**config.mk**
```make
export PLATFORM = sky130hd
export DESIGN_NAME = gpmc_wb_bridge_flat
export DESIGN_NICKNAME = d
export VERILOG_FILES = /design/src/rtl/gpmc_wb_pkg.sv /design/src/rtl/gpmc_wb_bridge_if.sv /design/src/rtl/gpmc_wb_bridge_sync_edge.sv /design/src/rtl/gpmc_wb_bridge.sv /design/src/flat_wrapper.sv
export SDC_FILE = /design/constraint.sdc
export NUM_CORES = 1
export LEC_CHECK = 0
export ABC_CLOCK_PERIOD_IN_PS = 1550
export BUFFER_PORTS_ARGS = -buffer_cell sky130_fd_sc_hd__buf_2
export CORE_AREA = 5 5 81 83
export DETAILED_ROUTE_END_ITERATION = 10
export DIE_AREA = 0 0 86 88
export PLACE_DENSITY = 0.74
export SKIP_LAST_GASP = 1
export SLEW_MARGIN = 20
export SYNTH_ARGS = -nofsm -noshare
export SYNTH_HDL_FRONTEND = slang
export SYNTH_SLANG_ARGS = --single-unit
```
**constraint.sdc**
```tcl
create_clock -name clk -period 1.55 [get_ports clk]
set_input_delay 0.2325 -clock clk [delete_from_list [all_inputs] [get_ports clk]]
set_output_delay 0.2325 -clock clk [all_outputs]
set_load 0.01 [all_outputs]
```
**src/rtl/gpmc_wb_pkg.sv**
```systemverilog
// Shared types and constants for the GPMC-to-peripheral-bus bridge.
package gpmc_wb_pkg;

  localparam int unsigned DEF_ADDR_WIDTH = 4;
  localparam int unsigned DEF_DATA_WIDTH = 16;
  localparam int unsigned SYNC_DEPTH     = 2;
  // OE pin fall to AD drive: synchroniser stages + strobe + capture + drive
  localparam int unsigned RD_LATENCY     = SYNC_DEPTH + 3;

  typedef enum logic [2:0] {
    IDLE,
    ADDR,
    WR_CYC,
    RD_CYC,
    RD_CAP,
    RD_DRIVE
  } state_e;

endpackage

```
**src/rtl/gpmc_wb_bridge_if.sv**
```systemverilog
// GPMC pin-side and peripheral-bus signals of the bridge, bundled with
// master (bridge) and slave (pins/peripheral side) views.
interface gpmc_wb_bridge_if #(
  parameter int unsigned ADDR_WIDTH = gpmc_wb_pkg::DEF_ADDR_WIDTH,
  parameter int unsigned DATA_WIDTH = gpmc_wb_pkg::DEF_DATA_WIDTH
);

  logic [DATA_WIDTH-1:0] gpmc_ad_in;
  logic [DATA_WIDTH-1:0] gpmc_ad_out;
  logic                  gpmc_ad_oe;
  logic                  gpmc_csn;
  logic                  gpmc_advn;
  logic                  gpmc_wein;
  logic                  gpmc_oen;
  logic [ADDR_WIDTH-1:0] wbm_address;
  logic [DATA_WIDTH-1:0] wbm_writedata;
  logic [DATA_WIDTH-1:0] wbm_readdata;
  logic                  wbm_write;
  logic                  wbm_cycle;

  modport master (
    input  gpmc_ad_in, gpmc_csn, gpmc_advn, gpmc_wein, gpmc_oen, wbm_readdata,
    output gpmc_ad_out, gpmc_ad_oe, wbm_address, wbm_writedata, wbm_write, wbm_cycle
  );

  modport slave (
    output gpmc_ad_in, gpmc_csn, gpmc_advn, gpmc_wein, gpmc_oen, wbm_readdata,
    input  gpmc_ad_out, gpmc_ad_oe, wbm_address, wbm_writedata, wbm_write, wbm_cycle
  );

endinterface

```
**src/rtl/gpmc_wb_bridge_sync_edge.sv**
```systemverilog
// Multi-stage synchroniser for one asynchronous GPMC control, with registered
// rise/fall pulses aligned to the synchronised level.
module sync_edge
  import gpmc_wb_pkg::*;
#(
  parameter logic RST_VAL = 1'b1
) (
  input  logic clk,
  input  logic reset,
  input  logic d,
  output logic q,
  output logic rise,
  output logic fall
);

  logic [SYNC_DEPTH-1:0] sync_q;

  // Pulses are computed one stage early so they coincide with q changing
  always_ff @(posedge clk) begin
    if (!reset) begin
      sync_q <= {SYNC_DEPTH{RST_VAL}};
      rise   <= 1'b0;
      fall   <= 1'b0;
    end else begin
      sync_q <= {sync_q[SYNC_DEPTH-2:0], d};
      rise   <= sync_q[SYNC_DEPTH-2] & ~sync_q[SYNC_DEPTH-1];
      fall   <= ~sync_q[SYNC_DEPTH-2] & sync_q[SYNC_DEPTH-1];
    end
  end

  assign q = sync_q[SYNC_DEPTH-1];

endmodule

```
**src/rtl/gpmc_wb_bridge.sv**
```systemverilog
// GPMC host to single-strobe peripheral bus bridge: synchronises the async
// GPMC controls, latches address/data, issues one-clk strobes and returns read data.
module gpmc_wb_bridge
  import gpmc_wb_pkg::*;
#(
  parameter int unsigned ADDR_WIDTH = DEF_ADDR_WIDTH,
  parameter int unsigned DATA_WIDTH = DEF_DATA_WIDTH
) (
  input logic              clk,
  input logic              reset,
  gpmc_wb_bridge_if.master bus
);

  logic csn_s, csn_rise, csn_fall;
  logic advn_s, advn_rise, advn_fall;
  logic wein_s, wein_rise, wein_fall;
  logic oen_s, oen_rise, oen_fall;
  logic unused_edges;

  logic [DATA_WIDTH-1:0] ad_meta, ad_s;

  state_e                state_q, state_d;
  logic                  cycle_q, cycle_d;
  logic                  write_q, write_d;
  logic                  oe_q, oe_d;
  logic [ADDR_WIDTH-1:0] addr_q, addr_d;
  logic [DATA_WIDTH-1:0] wdata_q, wdata_d;
  logic [DATA_WIDTH-1:0] ad_out_q, ad_out_d;

  sync_edge #(.RST_VAL(1'b1)) u_sync_csn (
    .clk(clk), .reset(reset), .d(bus.gpmc_csn),
    .q(csn_s), .rise(csn_rise), .fall(csn_fall)
  );
  sync_edge #(.RST_VAL(1'b1)) u_sync_advn (
    .clk(clk), .reset(reset), .d(bus.gpmc_advn),
    .q(advn_s), .rise(advn_rise), .fall(advn_fall)
  );
  sync_edge #(.RST_VAL(1'b1)) u_sync_wein (
    .clk(clk), .reset(reset), .d(bus.gpmc_wein),
    .q(wein_s), .rise(wein_rise), .fall(wein_fall)
  );
  sync_edge #(.RST_VAL(1'b1)) u_sync_oen (
    .clk(clk), .reset(reset), .d(bus.gpmc_oen),
    .q(oen_s), .rise(oen_rise), .fall(oen_fall)
  );

  // Levels and edges the FSM does not act on
  assign unused_edges = ^{csn_rise, csn_fall, advn_s, advn_fall, wein_s, wein_fall, oen_rise};

  // AD pipeline matches the control synchroniser depth so bus and strobes stay aligned
  always_ff @(posedge clk) begin
    if (!reset) begin
      ad_meta <= '0;
      ad_s    <= '0;
    end else begin
      ad_meta <= bus.gpmc_ad_in;
      ad_s    <= ad_meta;
    end
  end

  always_ff @(posedge clk) begin
    if (!reset) begin
      state_q  <= IDLE;
      cycle_q  <= 1'b1;
      write_q  <= 1'b0;
      oe_q     <= 1'b0;
      addr_q   <= '0;
      wdata_q  <= '0;
      ad_out_q <= '0;
    end else begin
      state_q  <= state_d;
      cycle_q  <= cycle_d;
      write_q  <= write_d;
      oe_q     <= oe_d;
      addr_q   <= addr_d;
      wdata_q  <= wdata_d;
      ad_out_q <= ad_out_d;
    end
  end

  // Next state; strobe/oe are decoded from the next state so they register with it
  always_comb begin
    state_d  = state_q;
    addr_d   = addr_q;
    wdata_d  = wdata_q;
    ad_out_d = ad_out_q;

    unique case (state_q)
      IDLE: begin
        if (!csn_s && advn_rise) begin
          addr_d  = ad_s[ADDR_WIDTH-1:0];
          state_d = ADDR;
        end
      end
      ADDR: begin
        if (csn_s) begin
          state_d = IDLE;
        end else if (wein_rise) begin
          wdata_d = ad_s;
          state_d = WR_CYC;
        end else if (oen_fall) begin
          state_d = RD_CYC;
        end else if (advn_rise) begin
          addr_d = ad_s[ADDR_WIDTH-1:0];
        end
      end
      WR_CYC:   state_d = csn_s ? IDLE : ADDR;
      RD_CYC:   state_d = csn_s ? IDLE : RD_CAP;
      RD_CAP: begin
        ad_out_d = bus.wbm_readdata;
        state_d  = csn_s ? IDLE : RD_DRIVE;
      end
      RD_DRIVE: begin
        if (csn_s) begin
          state_d = IDLE;
        end else if (oen_s) begin
          state_d = ADDR;
        end
      end
      default:  state_d = IDLE;
    endcase

    cycle_d = !((state_d == WR_CYC) || (state_d == RD_CYC));
    write_d = (state_d == WR_CYC);
    oe_d    = (state_d == RD_DRIVE);
  end

  assign bus.wbm_cycle     = cycle_q;
  assign bus.wbm_write     = write_q;
  assign bus.wbm_address   = addr_q;
  assign bus.wbm_writedata = wdata_q;
  assign bus.gpmc_ad_out   = ad_out_q;
  assign bus.gpmc_ad_oe    = oe_q;

endmodule

```
**src/flat_wrapper.sv**
```systemverilog
// flat-port wrapper written by rule: the top's interface ports become plain ports
module gpmc_wb_bridge_flat import gpmc_wb_pkg::*;
#(
  parameter int unsigned ADDR_WIDTH = DEF_ADDR_WIDTH,
  parameter int unsigned DATA_WIDTH = DEF_DATA_WIDTH
)
  (clk, reset, bus_gpmc_ad_in, bus_gpmc_csn, bus_gpmc_advn, bus_gpmc_wein, bus_gpmc_oen, bus_wbm_readdata, bus_gpmc_ad_out, bus_gpmc_ad_oe, bus_wbm_address, bus_wbm_writedata, bus_wbm_write, bus_wbm_cycle);
  gpmc_wb_bridge_if #(.ADDR_WIDTH(ADDR_WIDTH), .DATA_WIDTH(DATA_WIDTH)) bus_i ();
  input logic clk;
  input logic reset;
  input wire logic [$bits(bus_i.gpmc_ad_in)-1:0] bus_gpmc_ad_in;
  input wire logic [$bits(bus_i.gpmc_csn)-1:0] bus_gpmc_csn;
  input wire logic [$bits(bus_i.gpmc_advn)-1:0] bus_gpmc_advn;
  input wire logic [$bits(bus_i.gpmc_wein)-1:0] bus_gpmc_wein;
  input wire logic [$bits(bus_i.gpmc_oen)-1:0] bus_gpmc_oen;
  input wire logic [$bits(bus_i.wbm_readdata)-1:0] bus_wbm_readdata;
  output wire logic [$bits(bus_i.gpmc_ad_out)-1:0] bus_gpmc_ad_out;
  output wire logic [$bits(bus_i.gpmc_ad_oe)-1:0] bus_gpmc_ad_oe;
  output wire logic [$bits(bus_i.wbm_address)-1:0] bus_wbm_address;
  output wire logic [$bits(bus_i.wbm_writedata)-1:0] bus_wbm_writedata;
  output wire logic [$bits(bus_i.wbm_write)-1:0] bus_wbm_write;
  output wire logic [$bits(bus_i.wbm_cycle)-1:0] bus_wbm_cycle;
  assign bus_i.gpmc_ad_in = bus_gpmc_ad_in;
  assign bus_i.gpmc_csn = bus_gpmc_csn;
  assign bus_i.gpmc_advn = bus_gpmc_advn;
  assign bus_i.gpmc_wein = bus_gpmc_wein;
  assign bus_i.gpmc_oen = bus_gpmc_oen;
  assign bus_i.wbm_readdata = bus_wbm_readdata;
  assign bus_gpmc_ad_out = bus_i.gpmc_ad_out;
  assign bus_gpmc_ad_oe = bus_i.gpmc_ad_oe;
  assign bus_wbm_address = bus_i.wbm_address;
  assign bus_wbm_writedata = bus_i.wbm_writedata;
  assign bus_wbm_write = bus_i.wbm_write;
  assign bus_wbm_cycle = bus_i.wbm_cycle;
  gpmc_wb_bridge #(.ADDR_WIDTH(ADDR_WIDTH), .DATA_WIDTH(DATA_WIDTH)) u_core (.clk(clk), .reset(reset), .bus(bus_i));
endmodule
```
==> results.py <==
metrics = {
    "status": {
        "status": "completed",
    },
    "cts": {
        "path_clk_slew_ns": 0.08,
        "postCtsHoldBufs": 0,
        "cts_tree": "done",
        "clock_latency_ns": 0.35,
        "htreeDepth": 3,
        "clockBufferDepth": 2,
        "cts_made_buffers": 9,
        "cts_resized": 0,
        "clock-root-buffer": "clkbuf_8",
        "cts_setup_buffers": 0,
        "cts.sinks": 85,
    },
    "routing": {
        "vias": 1954,
        "wl_per_cell_um": 11.7,
        "drc": 0,
        "viasPerCell": 4.54,
        "routed_wirelength_um": 5020,
        "firstDrtPassIters": 4,
        "drt_iter0_drc": 119,
        "ant_nets": 0,
    },
    "yosys": {
        "yosysWarningCount": 0,
        "syn_area_per_cell_um2": 10.1,
        "yosys_most_used_dff": "dfxtp_1",
        "ys_types": 26,
        "synth.top_cell.area_share": 0.615,
        "synth_fp_nets": 312,
        "ys_top_cells_by_count": "dfxtp_1, nand2_1, and2_1, mux2i_1, a21oi_1",
        "synth_seq_cells": 85,
        "synth_top_cell_by_area": "dfxtp_1",
        "synth-edff-count": 0,
        "async_flop_share": 0,
        "ys_seq_area_frac": 0.615,
        "syn_area_mm2": 0.00277,
        "synth_cells": 274,
        "yosysMostFrequentCell": "dfxtp_1",
        "synth_area_leaders": "dfxtp_1, nand2_1, and2_1",
    },
    "grt": {
        "grt_pass1_wl_um": 8380,
        "overflow": 0,
        "grt_max_degree": 56,
        "first_global_vias": 1886,
        "antenna_found_initial": 0,
        "grtUsageTotal": 0.143,
    },
    "layout": {
        "final_layout_size_suffix_gt1_frac": 0.287,
        "utilization": 0.599,
        "area_growth_pct": 25.2,
        "fillCellCount": 496,
        "antenna_cells": 0,
        "final_nets": 388,
    },
    "floorplanning": {
        "fp.dieH_um": 88,
        "die_w_um": 86,
        "dieArea_mm2": 0.00757,
        "io_pins": 77,
        "std_cell_rows": 28,
        "core-area_mm2": 0.00578,
        "initial_utilization": 0.479,
    },
    "power_and_ir_drop": {
        "switchingPower_w": 0.000852,
        "peakVddDrop_uv": 746,
        "p_int_w": 0.00338,
        "switching_share": 0.201,
        "power_density_mw_per_mm2": 1220,
        "power_leakage_nw": 1.52,
        "seqPwrFrac": 0.530,
        "p_comb_frac": 0.031,
        "pwr-share-clk": 0.439,
    },
    "timing": {
        "finalCritPeriodShare": 0.916,
        "fmax_mhz": 705,
        "fin_setup_tns_ns": 0,
        "drv_slew": 0,
        "slew_headroom": 0.663,
        "finClkSkew_ns": 0.00981,
        "period_minus_slack_ns": 1.42,
        "hold_violations": 0,
        "setup_viol": 0,
        "tightest_slew_ns": 0.505,
        "rsz0062_at_grt": "no",
    },
    "setup_path": {
        "crit_path_max_incr_delay_ns": 0.47,
        "slowest_stage": "dfxtp_1",
        "reg2reg_from": "u_core.state_q[1]",
        "crit_required_ns": 1.79,
        "cp_cell_sequence": "nand2b_1 > a211o_1 > a2111oi_2",
        "worst-setup-path-type": "reg -> reg",
        "worst_setup_path_end_kind": "flip-flop",
        "startpoint": "u_core.state_q[1]",
        "worstPathMaxFanout": 8,
        "critical-path-top-delay-family": "compound AO/OA/AOI/OAI gates",
        "startpoint_type": "flip-flop",
        "path_buf_inv": 0,
        "crit_arrival_ns": 1.66,
    },
    "placed_design": {
        "dp_hpwl_um": 3450,
        "io_buffer_count": 76,
        "routabilityCongestion": 0.752,
    },
    "worst_hold_path": {
        "min_from": "bus_gpmc_csn",
        "hold_class": "in -> reg",
    },
    "run": {
        "drv_cap": 0,
    },
}
worst reg2reg max path, delay by kind of cell (launching register included):
family,cells,cell delay (ns)
AO/OA/AOI/OAI,2,0.71
flip-flops,1,0.47
AND/OR/NAND/NOR,1,0.14
cell type report:
| class | instances | area, um^2 | area share |
|---|---|---|---|
| Clock buffer | 9 | 124 | 0.0358 |
| Tap cell | 75 | 93.8 | 0.0271 |
| Inverter | 5 | 18.8 | 0.00542 |
| Timing Repair Buffer | 81 | 443 | 0.128 |
| Clock inverter | 7 | 121 | 0.0350 |
| Sequential cell | 85 | 1700 | 0.491 |
| Multi-Input combinational cell | 168 | 962 | 0.278 |
cells in the final DEF, fill, tap and decap left out, types with 2 or more instances in the layout:
cell       instances
nand2_1           69
inv_1              5
nor3b_1            2
nor2_1             4
buf_12             2
buf_2             76
buf_4              3
a21oi_1           17
dfxtp_1           85
mux2i_1           20
clkbuf_8           9
inv_6              2
and2_1            32
nor2b_1            2
bufinv_16          3
nand2b_1          10
sequential cells by signal, indices dropped and copies added (netlist names):
signal and flops:
u_core.bus.wbm_writedata 16, u_core.u_sync_wein.sync_q 2, u_core.ad_meta 16, u_core.state_q 3
u_core.bus.gpmc_ad_out 16, u_core.bus.wbm_address 4, u_core.u_sync_csn.sync_q 2, u_core.ad_s 16
u_core.u_sync_oen.sync_q 2, u_core.bus.gpmc_ad_oe 1, u_core.bus.wbm_cycle 1, u_core.u_sync_advn.rise 1
u_core.u_sync_advn.sync_q 2, u_core.bus.wbm_write 1, u_core.u_sync_wein.rise 1, u_core.u_sync_oen.fall 1
metal layers:
layer  global-route usage  up-vias  routed length, um
li1                     -     1022                  -
met1                0.175      850               2240
met2                0.220       66               2210
met3               0.0367       16                417
met4                0.104        0                157
met5                    0        -                  0
path summary, 6_finish.rpt:
path | end | slack (ns) | cells after the start
worst min register to register | u_core.u_sync_advn.rise | 0.39 | 1
worst max-delay path | u_core.bus.gpmc_ad_oe | 0.13 | 3
worst max register to register | u_core.bus.gpmc_ad_oe | 0.13 | 3
worst min-delay path | u_core.u_sync_csn.sync_q[0] | 0.06 | 2
kinds of logic after synthesis:
| kind of cell | count (synthesis) | share of synthesized area |
|---|---|---|
| mux | 20 | 0.0724 |
| compound gates | 22 | 0.0497 |
| flops | 85 | 0.615 |
| buf+inv | 21 | 0.0371 |
| simple gates | 126 | 0.226 |
power by group through the flow:
stage | logic, W | registers [W] | clock network (W)
floorplan | 0.0000718 | 0.00229 | 0
global placement | 0.000130 | 0.00230 | 0
detailed placement | 0.000132 | 0.00230 | 0
CTS | 0.000133 | 0.00225 | 0.00191
global route | 0.000151 | 0.00225 | 0.00202
finish | 0.000131 | 0.00225 | 0.00186
per-stage QoR:
| stage | hold WS (ns) | instances | cell area [um^2] | worst slack [ns] | total power (W) |
|---|---|---|---|---|---|
| floorplan | 0.334 | 274 | 2770 | 0.302 | 0.00236 |
| CTS | 0.0441 | 430 | 3460 | 0.136 | 0.00429 |
| global placement | 0.378 | 414 | 3220 | 0.226 | 0.00243 |
| detailed placement | 0.386 | 414 | 3220 | 0.177 | 0.00243 |
| finish | 0.0597 | 430 | 3460 | 0.131 | 0.00423 |
| global route | 0.0500 | 430 | 3460 | 0.0480 | 0.00442 |
No activity file was read; power rests on OpenSTA's default activity.
